===== src/rtl/pipe_ctrl_pkg.sv =====
// Shared definitions for the pipeline sequencer.
//   state_e    : sequencer state (INIT flushes the pipe, RUN is normal flow,
//                MISS means the data memory is stalling the MEM stage)
//   REG_ADDR_W : register-file address width
//   X0         : address of the hard-wired zero register
package pipe_ctrl_pkg;

    localparam int REG_ADDR_W = 5;

    localparam logic [REG_ADDR_W-1:0] X0 = '0;

    typedef enum logic [1:0] {
        INIT = 2'd0,
        RUN  = 2'd1,
        MISS = 2'd2
    } state_e;

endpackage


===== src/rtl/hazard_stall_ctrl_sat_counter.sv =====
// Saturating event counter.
//   clk_i : clock
//   clr_i : synchronous clear, active-high
//   inc_i : add one this cycle (ignored once the count is all-ones)
//   cnt_o : current count
module sat_counter #(
    parameter int CNT_W = 32
) (
    input  logic             clk_i,
    input  logic             clr_i,
    input  logic             inc_i,
    output logic [CNT_W-1:0] cnt_o
);

    logic [CNT_W-1:0] cnt_q;
    logic [CNT_W-1:0] cnt_d;

    always_comb begin
        cnt_d = cnt_q;
        if (inc_i && (cnt_q != '1)) begin
            cnt_d = cnt_q + CNT_W'(1);
        end
    end

    always_ff @(posedge clk_i) begin
        if (clr_i) begin
            cnt_q <= '0;
        end else begin
            cnt_q <= cnt_d;
        end
    end

    assign cnt_o = cnt_q;

endmodule


===== src/rtl/hazard_stall_ctrl.sv =====
// Pipeline sequencer for the 5-stage core. Each cycle it decides whether the
// PC and the IF/ID, ID/EX, EX/MEM and MEM/WB registers advance, hold, flush or
// take a bubble, handling load-use hazards, taken branches resolved in ID and
// data-memory busy stalls. Also keeps saturating performance counters and a
// sticky watchdog for a memory that never completes.
//   clk_i, rst_i            : clock, synchronous active-high reset
//   id_rs1_i/id_rs2_i       : source registers of the ID instruction
//   id_use_rs1_i/_rs2_i     : ID instruction actually reads that source
//   ex_rd_i, ex_memread_i   : destination / is-load of the EX instruction
//   branch_taken_i          : ID branch resolved taken
//   mem_busy_i              : MEM-stage access cannot complete this cycle
//   pc_write_o .. memwb_bubble_o : per-stage pipeline controls (combinational)
//   lu_stall_cnt_o, flush_cnt_o, miss_cyc_cnt_o : saturating counters
//   err_o                   : sticky stuck-memory error
module hazard_stall_ctrl
    import pipe_ctrl_pkg::*;
#(
    parameter int CNT_W        = 32,
    parameter int MISS_TIMEOUT = 1024,
    parameter int INIT_CYCLES  = 2
) (
    input  logic                  clk_i,
    input  logic                  rst_i,
    input  logic [REG_ADDR_W-1:0] id_rs1_i,
    input  logic [REG_ADDR_W-1:0] id_rs2_i,
    input  logic                  id_use_rs1_i,
    input  logic                  id_use_rs2_i,
    input  logic [REG_ADDR_W-1:0] ex_rd_i,
    input  logic                  ex_memread_i,
    input  logic                  branch_taken_i,
    input  logic                  mem_busy_i,
    output logic                  pc_write_o,
    output logic                  ifid_write_o,
    output logic                  ifid_flush_o,
    output logic                  idex_bubble_o,
    output logic                  idex_hold_o,
    output logic                  exmem_hold_o,
    output logic                  memwb_bubble_o,
    output logic [CNT_W-1:0]      lu_stall_cnt_o,
    output logic [CNT_W-1:0]      flush_cnt_o,
    output logic [CNT_W-1:0]      miss_cyc_cnt_o,
    output logic                  err_o
);

    localparam int INIT_W = (INIT_CYCLES > 1) ? $clog2(INIT_CYCLES) : 1;
    localparam int RUN_W  = $clog2(MISS_TIMEOUT + 1);

    state_e              state_q, state_d;
    logic [INIT_W-1:0]   init_cnt_q, init_cnt_d;
    logic [RUN_W-1:0]    busy_run_q, busy_run_d;
    logic                err_q, err_d;
    logic                lu_hazard;
    logic                lu_inc, flush_inc, miss_inc;

    // x0 never carries a value, so a load targeting it cannot create a hazard.
    assign lu_hazard = ex_memread_i && (ex_rd_i != X0) &&
                       ((id_use_rs1_i && (ex_rd_i == id_rs1_i)) ||
                        (id_use_rs2_i && (ex_rd_i == id_rs2_i)));

    always_comb begin
        pc_write_o     = 1'b1;
        ifid_write_o   = 1'b1;
        ifid_flush_o   = 1'b0;
        idex_bubble_o  = 1'b0;
        idex_hold_o    = 1'b0;
        exmem_hold_o   = 1'b0;
        memwb_bubble_o = 1'b0;
        state_d        = state_q;
        init_cnt_d     = init_cnt_q;
        busy_run_d     = busy_run_q;
        err_d          = err_q;
        lu_inc         = 1'b0;
        flush_inc      = 1'b0;
        miss_inc       = 1'b0;

        case (state_q)
            INIT: begin
                // Fill every stage with NOPs; all hazard inputs are ignored.
                pc_write_o     = 1'b0;
                ifid_flush_o   = 1'b1;
                idex_bubble_o  = 1'b1;
                memwb_bubble_o = 1'b1;
                busy_run_d     = '0;
                if (init_cnt_q == '0) begin
                    state_d = RUN;
                end else begin
                    init_cnt_d = init_cnt_q - INIT_W'(1);
                end
            end
            default: begin
                if (mem_busy_i) begin
                    // Freeze everything upstream of MEM; WB retires nothing.
                    pc_write_o     = 1'b0;
                    ifid_write_o   = 1'b0;
                    idex_hold_o    = 1'b1;
                    exmem_hold_o   = 1'b1;
                    memwb_bubble_o = 1'b1;
                    miss_inc       = 1'b1;
                    state_d        = MISS;
                    if (busy_run_q != RUN_W'(MISS_TIMEOUT)) begin
                        busy_run_d = busy_run_q + RUN_W'(1);
                    end
                    if (busy_run_q >= RUN_W'(MISS_TIMEOUT - 1)) begin
                        err_d = 1'b1;
                    end
                end else begin
                    busy_run_d = '0;
                    state_d    = RUN;
                    if (lu_hazard) begin
                        // A branch seen now used stale operands; it is
                        // re-evaluated next cycle, so no flush here.
                        pc_write_o    = 1'b0;
                        ifid_write_o  = 1'b0;
                        idex_bubble_o = 1'b1;
                        lu_inc        = 1'b1;
                    end else if (branch_taken_i) begin
                        ifid_flush_o = 1'b1;
                        flush_inc    = 1'b1;
                    end
                end
            end
        endcase
    end

    always_ff @(posedge clk_i) begin
        if (rst_i) begin
            state_q    <= INIT;
            init_cnt_q <= INIT_W'(INIT_CYCLES - 1);
            busy_run_q <= '0;
            err_q      <= 1'b0;
        end else begin
            state_q    <= state_d;
            init_cnt_q <= init_cnt_d;
            busy_run_q <= busy_run_d;
            err_q      <= err_d;
        end
    end

    assign err_o = err_q;

    sat_counter #(.CNT_W(CNT_W)) u_lu_cnt (
        .clk_i (clk_i),
        .clr_i (rst_i),
        .inc_i (lu_inc),
        .cnt_o (lu_stall_cnt_o)
    );

    sat_counter #(.CNT_W(CNT_W)) u_flush_cnt (
        .clk_i (clk_i),
        .clr_i (rst_i),
        .inc_i (flush_inc),
        .cnt_o (flush_cnt_o)
    );

    sat_counter #(.CNT_W(CNT_W)) u_miss_cnt (
        .clk_i (clk_i),
        .clr_i (rst_i),
        .inc_i (miss_inc),
        .cnt_o (miss_cyc_cnt_o)
    );

endmodule

===== config.mk =====
export PLATFORM = sky130hd
export DESIGN_NAME = hazard_stall_ctrl
export DESIGN_NICKNAME = d
export VERILOG_FILES = /design/src/rtl/pipe_ctrl_pkg.sv /design/src/rtl/hazard_stall_ctrl_sat_counter.sv /design/src/rtl/hazard_stall_ctrl.sv
export SDC_FILE = /design/constraint.sdc
export NUM_CORES = 1
export LEC_CHECK = 0
export CORE_AREA = 2 2 141 143
export DETAILED_ROUTE_END_ITERATION = 8
export DIE_AREA = 0 0 143 145
export SYNTH_ARGS = -nofsm -noshare
export SYNTH_HDL_FRONTEND = slang
export SYNTH_SLANG_ARGS = --single-unit

===== constraint.sdc =====
create_clock -name clk_i -period 7.4 [get_ports clk_i]
set_input_delay 1.48 -clock clk_i [delete_from_list [all_inputs] [get_ports clk_i]]
set_output_delay 1.48 -clock clk_i [all_outputs]
set_load 0.05 [all_outputs]

; Word level (Yosys, flattened, before mapping)
; Index checks and enable logic that the tools add are counted.
[classes]
add_sub_neg = 5
mul = 0
div = 0
n_lt_le_gt_ge = 1
n_eq_ne = 7
shift = 0
mux = 20
bitwise_logic = 2
reduce_logical = 12
[ops]
columns = cell, n
row1 = $add A32 B1 Y32 const B, 3
row2 = $ne A32 B32 Y1 const B, 3
row3 = $mux W1, 17
row4 = $add A11 B1 Y11 const B, 1
row5 = $ge A11 B10 Y1 const B, 1
row6 = $ne A11 B11 Y1 const B, 1
row7 = $eq A5 B5 Y1, 2
row8 = $logic_and A1 B1 Y1, 7
row9 = $mux W2, 3
row10 = $reduce_bool A5 Y1, 1
row11 = $reduce_and A3 Y1, 1
row12 = $reduce_or A3 Y1, 1
row13 = $logic_not A2 Y1, 1
row14 = $ne A2 B2 Y1 const B, 1
row15 = $not A1 Y1, 2
row16 = $logic_or A1 B1 Y1, 1
row17 = $sub A1 B1 Y1 const B, 1
[totals]
regBits = 111
latchBits = 0
mem_bits_rw = 0
romBits = 0
in_bits = 22
out_inout_bits = 104
mem_count = 0

; Depth between registers and ports, before layout
; Gate-level depths: netlist of the first run.
[logic_depth]
word_depth = 8
mapped_depth = 9
mapped_depth_nobuf = 7

; Cells and area by module
; A second synthesis of the first run with hierarchy kept.
[unflattened]
hier_cells = 701
hier_area_um2 = 5884.4
[by_module_without_submodules]
columns = mod, instances, cells_per_inst, area_each_um2, seq_area_each_um2
row1 = sat_counter, 3, 199, 1674.1, 640.6
row2 = hazard_stall_ctrl, 1, 104, 862.1, 300.3

; Least setup slack after synthesis of the first run
; Ideal clock, no wire load.
[synth_timing]
path_kind = input to output
start = input port ex_rd_i[1]
end = output port ifid_flush_o
t_arrival_ns = 3.555
required_ns = 5.920
slack_ns = 2.365
cell_stages = 4
path_buffers = 0
cell_sequence = or4_4 > o21ai_2 > nor2_1 > o21ai_0
[synth_via]
elab_chain_cells = 7
[synth_lines]
columns = item, line_no
row1 = start: declaration, hazard_stall_ctrl.sv:28  ; input logic [REG_ADDR_W-1:0] ex_rd_i,
row2 = "$eq A5 B5 Y1, on equally long branches", "hazard_stall_ctrl.sv:57, hazard_stall_ctrl.sv:58"
row3 = "$logic_and A1 B1 Y1, on equally long branches", "hazard_stall_ctrl.sv:57, hazard_stall_ctrl.sv:58"
row4 = $logic_or A1 B1 Y1, hazard_stall_ctrl.sv:57  ; ((id_use_rs1_i && (ex_rd_i == id_rs1_i)) ||
row5 = $logic_and A1 B1 Y1 (*), hazard_stall_ctrl.sv:56  ; assign lu_hazard = ex_memread_i && (ex_rd_i != X0) &&
row6 = $mux W1 (*), hazard_stall_ctrl.sv:109  ; if (lu_hazard) begin
row7 = $mux W1 (*), hazard_stall_ctrl.sv:91  ; if (mem_busy_i) begin
row8 = $mux W1 (*), hazard_stall_ctrl.sv:76  ; case (state_q)
row9 = end: declaration, hazard_stall_ctrl.sv:34  ; output logic ifid_flush_o,
; Mark *: on every way between the ends. The rest lies on a longest branch, timed or not.

; Worst setup path after layout of the first run
; Same ends and word-level chain as after synthesis.

==> results.json, run 1 <==
{
  "seq_area_frac_synth_pct": 39.2,
  "path_clk_slew_ps": 70,
  "grt_max_degree": 62,
  "fmax_mhz": 178,
  "hold_viol_final": 0,
  "worst_setup_path_start_kind": "input pin",
  "row_count": 51,
  "ant_nets": 0,
  "whs_path_depth": 1,
  "synth_xor_area_share_pct": 7.26,
  "irDropWorstVdd_v": 0.000114,
  "num_antenna_cells": 0,
  "syn_nets": 727,
  "io-pin-count": 126,
  "clock_latency_ps": 360,
  "synthTopCellsByArea": "dfxtp_1 39%, xnor2_1 5.6%, nor2_1 5.2%",
  "numCtsBuffers": 9,
  "gp_congestion": 0.781,
  "ys_async_sr_fraction_pct": 0,
  "htreeDepth": 3,
  "multi_input_area_um2": 3270,
  "syn_area_um2": 5670,
  "fin_crit_sh_pct": 76.1,
  "rsz0062_at_grt": "false",
  "track_usage_pct": 15.3,
  "fin_crit_ps": 5630,
  "status": "completed",
  "synthFlopType": "dfxtp_1",
  "ctsResizeCount": 0,
  "hpwl_um": 11300,
  "synth_top_area_share_pct": 39.2,
  "drive_above_1_share_pct": 5.88,
  "root_buffer": "clkbuf_16",
  "worst_path_largest_cell_delay_ps": 830,
  "reg2reg_slack_ps": 4540,
  "synth_fa_ha_area_share_pct": 1.10,
  "synth_cell_types": 51,
  "cp_max_fo": 10,
  "wirelength_um": 15700,
  "yosysWarnings": 0,
  "first_pass_iters": 4,
  "fin_worst_skew_ps": 14.9,
  "die_area_um2": 20700,
  "antenna_found_initial": 0,
  "fp.dieH_um": 145,
  "regToRegStartpoint": "u_flush_cnt.cnt_o[2]",
  "seq_area_um2": 2220,
  "die_w_um": 143,
  "max-slew-margin-rel_pct": 35.3,
  "vias_per_cell": 5.08,
  "clk_path_buf_depth": 2,
  "post-cts-setup-buffers": 0,
  "first_global_vias": 5079,
  "numClockSinks": 111,
  "synth_compound_area_share_pct": 12.9,
  "maxCapViolations": 0,
  "min_path_type": "flip-flop to flip-flop",
  "slowest_stage": "clkdlybuf4s50_1",
  "synth_top_family_by_area": "simple AND/OR/NAND/NOR gates",
  "worst_path_most_repeated_cell": "clkdlybuf4s50_1",
  "whs_ps": 465,
  "synth_area_per_cell_um2": 8.10,
  "timing.rr.end": "u_flush_cnt.cnt_o[30]",
  "drc": 0,
  "power_density_nw_per_um2": 157,
  "synthMuxAreaShare_pct": 3.13,
  "postCtsHoldBufs": 0,
  "grt_pass1_wl_um": 26100,
  "end_kind": "output port",
  "drt_iter0_markers": 338,
  "synthSimpleGateAreaFrac_pct": 33.3,
  "worstMarginPinSlew_ps": 965,
  "wl_per_cell_um": 14.5,
  "synth-seq-cells": 111,
  "io_buffers": 125,
  "tns_ps": 0,
  "criticalPathCategory": "input pin to output port",
  "min_to": "state_q[0]",
  "crit_arrival_ps": 4150,
  "slew_viol_final": 0,
  "tritoncts": "yes",
  "coreArea_um2": 19200,
  "crit_required_ps": 5920,
  "nets": 838,
  "fill_cells": 1986,
  "p_leak_nw": 2.22,
  "r2r.worst_path.cells": 5,
  "route.vias.total": 5492,
  "path_cells": "clkdlybuf4s50_1, or4_4, o21ai_2, nor2_1, o21ai_0, clkdlybuf4s50_1",
  "synth_edf_count": 0,
  "setup_violations": 0,
  "area_growth_pct": 31.4,
  "start_util_pct": 29.5,
  "overflow": 0,
  "hp-start": "init_cnt_q",
  "synth.largest_area_cell": "dfxtp_1",
  "synthCells": 700
}
==> per-stage QoR <==
step	std cells	cell area (µm²)	utilization (%)	power, mW	worst slack, ps
2_1_floorplan	700	5670	-	0.669	2370
3_3_place_gp	1065	7170	37.3	0.703	1830
3_5_place_dp	1065	7170	37.3	0.704	1750
4_1_cts	1081	7450	38.8	1.18	1740
5_1_grt	1081	7450	38.8	1.21	1600
6_report	1081	7450	38.8	1.17	1770
==> state kept, by name, summed over array words and instances, names as in the netlist <==
register           count
u_miss_cnt.cnt_o      32
u_flush_cnt.cnt_o     32
state_q                2
err_o                  1
init_cnt_q             1
busy_run_q            11
u_lu_cnt.cnt_o        32
==> cell usage in the layout (no fill, tap or decap), drive strengths merged, types with 21 or more instances in the layout <==
master / synthesis / routed
nand4: 30 / 30
nor2: 79 / 79
clkdlybuf4s50: 0 / 124
nand3: 43 / 43
xnor2: 36 / 36
dfxtp: 111 / 111
a21oi: 50 / 50
nand2: 46 / 46
o21ai: 42 / 42
or4: 21 / 21
or3: 33 / 33
==> cells by family (layout without fill, tap and decap cells) <==
kind of cell | count (synthesis) | after routing
mux | 16 | 16
flops | 111 | 111
buf+inv | 46 | 162
compound gates | 126 | 126
simple gates | 349 | 349
xor+xnor | 47 | 47
fa+ha+maj | 5 | 5
==> per-layer routing <==
| layer | track usage (%) | routed length [µm] | up-vias |
|---|---|---|---|
| met4 | 5.89 | 319 | 0 |
| met2 | 23.6 | 7100 | 112 |
| met5 | 0 | 0 | - |
| met3 | 2.67 | 686 | 22 |
| met1 | 21.3 | 7560 | 2569 |
| li1 | - | - | 2789 |
==> worst max-delay path by stage <==
stage / start / endpoint / slack (ps)
2_1_floorplan: ex_rd_i[1] / ifid_flush_o / 2370
3_3_place_gp: ex_rd_i[1] / ifid_flush_o / 1830
3_5_place_dp: ex_rd_i[1] / ifid_flush_o / 1750
4_1_cts: ex_rd_i[1] / ifid_flush_o / 1740
5_1_grt: ex_rd_i[1] / ifid_flush_o / 1600
6_report: ex_rd_i[1] / ifid_flush_o / 1770
==> power by group <==
group / leakage, nW / switching [mW] / internal, mW / total [mW]
Sequential: 0.895 / 0.00297 / 0.600 / 0.603
Clock: 0.132 / 0.239 / 0.241 / 0.480
Combinational: 1.20 / 0.0557 / 0.0303 / 0.0859
Total: 2.22 / 0.298 / 0.871 / 1.17
==> cell usage after synthesis, drive strengths merged (2+ instances only) <==
library cell	n
nand4	30
and2	3
a21oi	50
a31oi	2
ha	5
dfxtp	111
a21bo	2
nor2b	16
inv	17
nor4b	6
nand4b	3
nor3	18
buf	2
or3	33
nand2	46
nor2	79
mux2	14
nand2b	3
xnor2	36
a211oi	4
nor4	18
o31ai	15
o211ai	2
o21ai	42
or4	21
nand3	43
xor2	11
clkbuf	27
and3	12
or2	6
o2111ai	2
and4	8
nand3b	2
mux2i	2
==> worst max-delay path: cells and delay by family <==
kind	cells	cell delay [ps]
AO/OA/AOI/OAI	2	570
buffers and inverters	2	1320
AND/OR/NAND/NOR	2	780
==> layout make-up <==
cell class,count,share of cell area [%]
multi-input cells,543,43.9
flip-flops and latches,111,29.8
repair buffers,129,17.2
well taps,265,4.45
clock buffers,11,3.26
inverters,17,0.856
clock inverters,5,0.554
Note: power is estimated with default switching activity, not from simulation.
==> run 2, diff against run 1 <==
clock period = 5.8 ns   (was 7.4 ns; I/O delays follow)
==> run 2 against run 1 <==
Effect of this change:
- critical path depth did not move
- first-iteration DRC count fell by 14%
- core utilization barely moved
- combinational power rose by 29%
- hold slack got worse by 8.3 ps
- clock skew fell by 6.5 ps
- cell count did not move
- global-route usage fell by 0.31 points
- count of clock-buffer cells in the layout rose by 2
- final area barely moved
- die area did not move
- critical path type unchanged
- critical endpoint unchanged
- highest routed layer unchanged
==> results.json, run 2 (synthesis gave the netlist of run 1 again) <==
{
  "end_kind": "output port",
  "most-common-layout-cells": "124 x clkdlybuf4s50_1, 111 x dfxtp_1, 79 x nor2_1",
  "io-pin-count": 126,
  "num_antenna_cells": 0,
  "wirelength_um": 15700,
  "setup_violations": 0,
  "first_pass_iters": 5,
  "clock_latency_ps": 350,
  "wl_per_cell_um": 14.6,
  "overflow": 0,
  "final_cells": 1081,
  "antenna_found_initial": 0,
  "root_buffer": "clkbuf_16",
  "row_count": 51,
  "cp-endpoint": "ifid_flush_o",
  "criticalPathCategory": "input pin to output port",
  "worst_setup_path_start_kind": "input pin",
  "slew_viol_final": 0,
  "place_area_um2": 7170,
  "grt_max_degree": 76,
  "final_core_util_pct": 38.8,
  "start_util_pct": 29.5,
  "post-cts-setup-buffers": 0,
  "io_buffers": 125,
  "drc": 0,
  "htreeDepth": 3,
  "fmax_mhz": 201,
  "nets": 838,
  "r2r.worst_path.cells": 5,
  "grt_pass1_wl_um": 25600,
  "final_common_cell": "clkdlybuf4s50_1",
  "crit_required_ps": 4640,
  "die_w_um": 143,
  "area_growth_pct": 31.3,
  "fp.dieH_um": 145,
  "fin_crit_ps": 4980,
  "rsz0062_at_grt": "false",
  "crit_arrival_ps": 3820,
  "first_global_vias": 4906,
  "whs_ps": 457,
  "fin_crit_sh_pct": 85.9,
  "tns_ps": 0,
  "min_path_type": "flip-flop to flip-flop",
  "fin_worst_skew_ps": 8.45,
  "final_cell_area_um2": 7450,
  "maxCapViolations": 0,
  "postCtsHoldBufs": 0,
  "worstMarginPinSlew_ps": 910,
  "numCtsBuffers": 9,
  "timing.rr.end": "u_flush_cnt.cnt_o[30]",
  "placed_cells": 1065,
  "reg2reg_slack_ps": 2930,
  "irDropWorstVdd_v": 0.000138,
  "drive_above_1_share_pct": 5.76,
  "path_clk_slew_ps": 70,
  "hpwl_um": 11300,
  "tritoncts": "yes",
  "die_area_um2": 20700,
  "status": "completed",
  "ctsResizeCount": 0,
  "numClockSinks": 111,
  "ant_nets": 0,
  "max-slew-margin-rel_pct": 39.0,
  "route.vias.total": 5432,
  "regToRegStartpoint": "u_flush_cnt.cnt_o[2]",
  "drt_iter0_markers": 291,
  "power_density_nw_per_um2": 198,
  "coreArea_um2": 19200,
  "startpoint": "ex_rd_i[1]",
  "cp_max_fo": 10,
  "gp_congestion": 0.763,
  "clk_path_buf_depth": 2,
  "hold_viol_final": 0,
  "p_leak_nw": 2.23,
  "vias_per_cell": 5.02,
  "track_usage_pct": 15.0
}
run 2: worst min-delay path by stage:
stage / cells past startpoint / end / startpoint / slack (ps)
final: 1 / state_q[0] / init_cnt_q / 460
after global routing: 1 / state_q[0] / init_cnt_q / 480
after CTS: 1 / state_q[0] / init_cnt_q / 460
after detailed placement: 1 / state_q[0] / init_cnt_q / 440
after global placement: 1 / state_q[0] / init_cnt_q / 440
after floorplan: 1 / state_q[0] / init_cnt_q / 420
run 2: cell type report:
type | instances | area, µm²
multi-input cells | 543 | 3270
fillers | 2028 | 11800
clock inverters | 3 | 17.5
well taps | 265 | 332
clock buffers | 13 | 260
flip-flops and latches | 111 | 2220
inverters | 17 | 63.8
repair buffers | 129 | 1280
run 2: worst max-delay path: stages:
cell	delay [ps]
clkdlybuf4s50_1	470
or4_4	570
o21ai_2	380
nor2_1	200
o21ai_0	200
clkdlybuf4s50_1	830
run 2: metrics by stage:
step,setup WS [ps],power [mW]
global placement,859,0.897
detailed placement,808,0.898
CTS,811,1.50
floorplan,1410,0.854
finish,821,1.47
global route,683,1.53
run 2: report_power, final:
| part | internal, mW | switching [mW] | leakage (nW) |
|---|---|---|---|
| Combinational | 0.0389 | 0.0716 | 1.20 |
| Sequential | 0.765 | 0.00374 | 0.895 |
| Clock | 0.314 | 0.281 | 0.136 |
run 2: per-layer routing:
metal  vias to the layer above  GRT usage (%)  share of wire [%]
met5                         -              0                  0
met4                         0           3.42                1.0
met3                        12           3.50                4.5
met2                        96           24.1                 46
met1                      2542           20.3                 48
li1                       2782              -                  -
